`src/rtl/shift_seq_ctrl.sv`:
```
// Multi-cycle shift/rotate sequencer: accepts one command in IDLE, shifts the
// accumulator one bit per clock, then pulses done with the registered result.
module shift_seq_ctrl #(
  parameter int WIDTH = 32
) (
  input  logic             clock,
  input  logic             clear,
  input  logic             start,
  input  logic [2:0]       op,
  input  logic [WIDTH-1:0] data_in,
  input  logic [31:0]      shift_amount,
  output logic             busy,
  output logic             done,
  output logic             illegal_op,
  output logic [WIDTH-1:0] result
);

  typedef enum logic [1:0] {
    S_IDLE  = 2'd0,
    S_SHIFT = 2'd1,
    S_DONE  = 2'd2
  } state_t;

  localparam logic [2:0] OP_SHL  = 3'd0;
  localparam logic [2:0] OP_SHR  = 3'd1;
  localparam logic [2:0] OP_SHRA = 3'd2;
  localparam logic [2:0] OP_ROL  = 3'd3;
  localparam logic [2:0] OP_ROR  = 3'd4;

  state_t           state_q, state_d;
  logic [WIDTH-1:0] acc_q, acc_d;
  logic [WIDTH-1:0] result_q, result_d;
  logic [4:0]       cnt_q, cnt_d;
  logic [2:0]       op_q, op_d;
  logic             ill_q, ill_d;
  logic [WIDTH-1:0] step;

  // One-bit move of the accumulator for the latched operation.
  always_comb begin
    step = acc_q;
    case (op_q)
      OP_SHL:  step = {acc_q[WIDTH-2:0], 1'b0};
      OP_SHR:  step = {1'b0, acc_q[WIDTH-1:1]};
      OP_SHRA: step = {acc_q[WIDTH-1], acc_q[WIDTH-1:1]};
      OP_ROL:  step = {acc_q[WIDTH-2:0], acc_q[WIDTH-1]};
      OP_ROR:  step = {acc_q[0], acc_q[WIDTH-1:1]};
      default: step = acc_q;
    endcase
  end

  always_comb begin
    state_d  = state_q;
    acc_d    = acc_q;
    cnt_d    = cnt_q;
    op_d     = op_q;
    ill_d    = ill_q;
    result_d = result_q;
    case (state_q)
      S_IDLE: begin
        if (start) begin
          op_d  = op;
          ill_d = 1'b0;
          acc_d = data_in;
          cnt_d = 5'd0;
          case (op)
            OP_SHL, OP_SHR, OP_SHRA: begin
              // Distances of 32 or more collapse straight to the fill value.
              if (|shift_amount[31:5])
                acc_d = (op == OP_SHRA) ? {WIDTH{data_in[WIDTH-1]}} : '0;
              else
                cnt_d = shift_amount[4:0];
            end
            OP_ROL, OP_ROR: cnt_d = shift_amount[4:0];
            default:        ill_d = 1'b1;
          endcase
          if (cnt_d == 5'd0) begin
            state_d  = S_DONE;
            result_d = acc_d;
          end else begin
            state_d = S_SHIFT;
          end
        end
      end
      S_SHIFT: begin
        acc_d = step;
        cnt_d = cnt_q - 5'd1;
        if (cnt_q == 5'd1) begin
          state_d  = S_DONE;
          result_d = step;
        end
      end
      S_DONE:  state_d = S_IDLE;
      default: state_d = S_IDLE;
    endcase
  end

  always_ff @(posedge clock) begin
    if (clear) begin
      state_q  <= S_IDLE;
      acc_q    <= '0;
      cnt_q    <= 5'd0;
      op_q     <= 3'd0;
      ill_q    <= 1'b0;
      result_q <= '0;
    end else begin
      state_q  <= state_d;
      acc_q    <= acc_d;
      cnt_q    <= cnt_d;
      op_q     <= op_d;
      ill_q    <= ill_d;
      result_q <= result_d;
    end
  end

  assign busy       = (state_q != S_IDLE);
  assign done       = (state_q == S_DONE);
  assign illegal_op = (state_q == S_DONE) && ill_q;
  assign result     = result_q;

endmodule

```
`config.mk`:
```
export PLATFORM = sky130hd
export DESIGN_NAME = shift_seq_ctrl
export DESIGN_NICKNAME = d
export VERILOG_FILES = /design/src/rtl/shift_seq_ctrl.sv
export SDC_FILE = /design/constraint.sdc
export NUM_CORES = 1
export LEC_CHECK = 0
export CAP_MARGIN = 40
export CORE_MARGIN = 5
export CORE_UTILIZATION = 45
export CTS_CLUSTER_DIAMETER = 40
export DETAILED_ROUTE_END_ITERATION = 8
export DONT_BUFFER_PORTS = 1
export GPL_ROUTABILITY_DRIVEN = 0
export PLACE_DENSITY_LB_ADDON = 0.3
export SLEW_MARGIN = 30
export SYNTH_ARGS = -nofsm -noshare
export SYNTH_HDL_FRONTEND = slang
export SYNTH_SLANG_ARGS = --single-unit
```
`constraint.sdc`:
```
create_clock -name clock -period 5.05 [get_ports clock]
set_input_delay 0.7575 -clock clock [delete_from_list [all_inputs] [get_ports clock]]
set_output_delay 0.7575 -clock clock [all_outputs]
set_load 0.02 [all_outputs]
```
Yosys cells after proc, flatten, opt, wreduce, memory -nomap -nowiden
Cells that the tools add are included.
{"block": "word_totals", "reg_bits": 75, "latchBits": 0, "ramBits": 0, "mem_bits_ro": 0, "in_bits": 70, "output_inout_bits": 35, "memories": 0}
{"block": "classes", "addsub": 1, "multipliers": 0, "div": 0, "order_cmp": 0, "n_eq_ne": 14, "shift": 0, "mux": 21, "bitwise_logic": 0, "reduce_logical": 15}
{"operator": "$mux 32", "count": 7}
{"operator": "$pmux 32 s5", "count": 1}
{"operator": "$pmux 32 s2", "count": 2}
{"operator": "$reduce_or 27->1", "count": 1}
{"operator": "$mux 5", "count": 4}
{"operator": "$pmux 5 s2", "count": 2}
{"operator": "$eq 3x2->1 const B", "count": 4}
{"operator": "$eq 3x1->1 const B", "count": 2}
{"operator": "$eq 3x3->1 const B", "count": 2}
{"operator": "$logic_not 3->1", "count": 2}
{"operator": "$mux 2", "count": 3}
{"operator": "$ne 2x2->1 const B", "count": 3}
{"operator": "$reduce_and 2->1", "count": 3}
{"operator": "$eq 5x1->1 const B", "count": 1}
{"operator": "$logic_not 5->1", "count": 1}
{"operator": "$reduce_or 5->1", "count": 1}
{"operator": "$sub 5x1->5 const B", "count": 1}
{"operator": "$pmux 2 s2", "count": 1}
{"operator": "$reduce_and 4->1", "count": 1}
{"operator": "$reduce_bool 2->1", "count": 2}
{"operator": "$reduce_or 3->1", "count": 1}
{"operator": "$eq 2x1->1 const B", "count": 1}
{"operator": "$eq 2x2->1 const B", "count": 1}
{"operator": "$logic_not 2->1", "count": 1}
{"operator": "3 further kinds", "count": 3}

Longest topological paths before layout
{"block": "depth", "ltp_word": 9, "ltp_mapped": 8, "mapped_depth_nobuf": 7}

Least setup slack after synthesis
No wires, ideal clock.
{"block": "synth_timing", "path_kind": "input-to-reg", "from": "input shift_amount[17]", "to": "register result_q[7], in the netlist result[7]", "setup_ps": 79, "arrival_time_ps": 2467, "slack_ps": 2503, "path_stages": 6, "path_buffers": 1, "cell_sequence": "or4_1 or3_4 o21ai_4 buf_6 a311oi_1 a211oi_2"}
{"block": "synth_between", "elab_chain_cells": 8, "word_cells_on_any_way": 13, "classes_between": "1 x eq/ne; 9 x mux; 3 x reduce/logical"}
{"element": "from (decl)", "line": "11", "text": "input logic [31:0] shift_amount,"}
{"element": "$reduce_or 27->1 (*)", "line": "68", "text": "if (|shift_amount[31:5])"}
{"element": "$mux 5", "line": "68"}
{"element": "$pmux 5 s2", "line": "65", "text": "case (op)"}
{"element": "$mux 5", "line": "60", "text": "if (start) begin"}
{"element": "$mux 5", "line": "58", "text": "case (state_q)"}
{"element": "$logic_not 5->1", "line": "76", "text": "if (cnt_d == 5'd0) begin"}
{"element": "$ne 2x2->1 (no line)"}
{"element": "$reduce_and 4->1 (no line)"}
{"element": "to (signal assigned)", "line": "111", "text": "result_q <= result_d;"}
{"element": "to (decl)", "line": "32", "text": "logic [WIDTH-1:0] result_q, result_d;"}
Mark *: on every way between the ends. The rest lies on a longest branch, timed or not. The select of a mux whose other input is x is not followed.
A chain may end at the register's enable or synchronous reset.

Final worst setup path
{"block": "layout_timing", "from": "register state_q[1]", "to": "register result_q[25], in the netlist result[25]"}
{"block": "layout_between", "elab_chain_cells": 3, "word_cells_on_any_way": 8, "classes_between": "4 x eq/ne; 1 x mux; 3 x reduce/logical"}
{"element": "from (decl)", "line": "30", "text": "state_t state_q, state_d;"}
{"element": "from (signal assigned)", "line": "106", "text": "state_q <= state_d;"}
{"element": "$eq 2x1->1 or $logic_not 2->1 (tied branches)", "line": "58"}
{"element": "$ne 2x2->1 (no line) or $reduce_bool 2->1 (tied branches)"}
{"element": "$reduce_and 4->1 (no line)"}
Parallel ways exist; a longest one is shown, timed or not.

==> qor.csv <==
metric;value;unit
worstPathRequired;5230;ps
final_net_count;521;
grt_pass1_wl;19600;um
slowest_stage;a21o_2;
die_w;105;um
ys_ff_latch;75;
worstSetupPathType;flop to flop;
fp.dieArea;11000;sq um
crit_buf_inv;1;
total_power;1.65;mW
cap_violations;0;
crit_chain;or3b_1 > a21boi_1 > a21oi_2 > buf_4 > a21o_2 > a211oi_1;
cts_tree;done;
synthTopCellsByArea;dfxtp_1 (37%), a211oi_1 (18%), a311oi_1 (6.7%);
whs_endpoint;result[6];
initial_core_util;46.4;%
finalSetupViolations;0;
diodes;0;
end_kind;flop;
yosys_most_used_dff;dfxtp_1;
drt-total-wl;12200;um
hold_violations;0;
synth-async-reset-ratio;0;%
timing.rr.end;result[25];
clk_pin_slew_worst_paths;90;ps
dpl_worst_slack;2040;ps
grt_max_degree;76;
power_density;382;nW/um^2
antenna_found_initial;0;
netlist_area;4040;sq um
vdd_drop_max;0.276;mV
cts_buffer_depth;2;
die_y;105;um
tns;0;ps
synth_top_area_share;37.1;%
rsz0062_at_grt;false;
ys_seq_area_share;37.1;%
cts_sinks;75;
period_minus_slack;2750;ps
cp_num_cells;6;
ys_top_cells_by_count;a211oi_1 (95), dfxtp_1 (75), nor2_1 (47);
avgSynthCellArea;8.48;sq um
worstHoldStart;clear;
io-pin-count;105;
critPathMaxStageDelay;680;ps
syn_nets;549;
worst_pin_slew;722;ps
drv_slew;0;
vias;3859;
core-area;8720;sq um
grt_pass1_vias;3674;
clk_latency;350;ps
track_usage;21.4;%
utilization;49.4;%
globalRouteOverflowTotal;0;
via_per_inst;6.87;
root_buffer;clkbuf_8;
timing.final.ws_setup;2300;ps
placed_area;4080;sq um
leakagePower;1.37;nW
relSlewSlack;51.9;%
synth_area_leader_cell;dfxtp_1;
cp-start-kind;flop;
status;completed;
drtPass1Iterations;5;
wl_per_cell;21.7;um
cts_made_buffers;9;
synth_most_common_cell;a211oi_1;
final.period_utilization;54.5;%
drive_above_1_share;9.91;%
synth.distinct_cells;50;
reg2reg_slack;2300;ps
drt_iter0_drc;325;
reg2reg_depth;6;
drc;0;
path_delay_family;compound AO/OA/AOI/OAI gates;
finish.instance_area;4310;sq um
holdPathStages;1;
critPathArrivalTime;2940;ps
ant_nets;0;
fin_worst_skew;12.6;ps
syn_inst;477;
h-tree-depth;3;
cp_max_fo;33;
port_buffers;0;
hold_class;primary input to flop;
dp_hpwl;7880;um
ys_warn_count;0;
postCtsSetupRepairBufs;0;
synthToLayoutAreaGrowth;6.50;%
cts_hold_buf;0;
r2r-start;state_q[1];
rows;34;
cts-resized-gates;0;
synth_edf_count;0;
fmax;363;MHz
-- kinds of logic (layout without fill, tap and decap cells) --
family / count (synthesis) / count (layout) / share of synthesized area [%]
compound gates: 222 / 222 / 41.2
xor+xnor: 2 / 2 / 0.433
fa+ha+maj: 2 / 2 / 0.619
buf+inv: 82 / 59 / 8.66
flops: 75 / 75 / 37.1
mux: 5 / 5 / 1.27
simple gates: 89 / 89 / 10.7
-- placed cells by master, fill, tap and decap left out, types with 8 or more instances in the layout --
cell type,netlist,final
a211oi_1,95,95
dfxtp_1,75,75
nor2_1,47,46
o21ai_0,33,32
inv_1,31,31
a311oi_1,31,31
a221oi_1,25,25
a21oi_1,13,9
clkbuf_8,0,9
buf_4,1,8
-- registers in the layout (all words and copies together), names as in the netlist --
name     flops
acc_q       32
result      32
cnt_q        5
op_q         3
state_q      2
ill_q        1
-- through the flow --
stage | cells | hold slack, ps
after floorplan | 477 | 446
after global placement | 542 | 482
after CTS | 561 | 460
final | 562 | 468
after global routing | 562 | 446
after detailed placement | 545 | 479
-- per-layer routing --
metal / GRT usage [%] / share of wire (%) / vias up
met5: 0 / 0 / -
met4: 5.66 / 1.6 / 0
met3: 7.27 / 8.6 / 17
met2: 34.8 / 48 / 162
met1: 27.2 / 41 / 1859
li1: - / - / 1821
-- layout make-up --
cell class	count	area (sq um)
Multi-Input combinational cell	320	2220
Sequential cell	75	1500
Clock buffer	9	124
Timing Repair Buffer	12	106
Inverter	31	116
Tap cell	108	135
Clock inverter	7	101
Fill cell	819	4410
-- how the worst max path moves through the flow --
stage	startpoint	end	slack, ps
5_1_grt	state_q[1]	result[31]	2140
3_5_place_dp	start	result[31]	2040
3_3_place_gp	start	result[31]	1750
4_1_cts	op_q[0]	result[7]	2340
2_1_floorplan	shift_amount[17]	result[7]	2500
6_report	state_q[1]	result[25]	2300
-- power by group --
group          leakage, nW  switching [mW]  internal [mW]
Clock                0.106           0.238          0.282
Combinational        0.643           0.225          0.132
Sequential           0.620           0.106          0.664
-- worst reg2reg max path: stages, from the launching register on --
cell and delay [ps]:
dfxtp_1 400, or3b_1 590, a21boi_1 230, a21oi_2 130, buf_4 360, a21o_2 700, a211oi_1 190
Note: power is estimated with default switching activity, not from simulation.
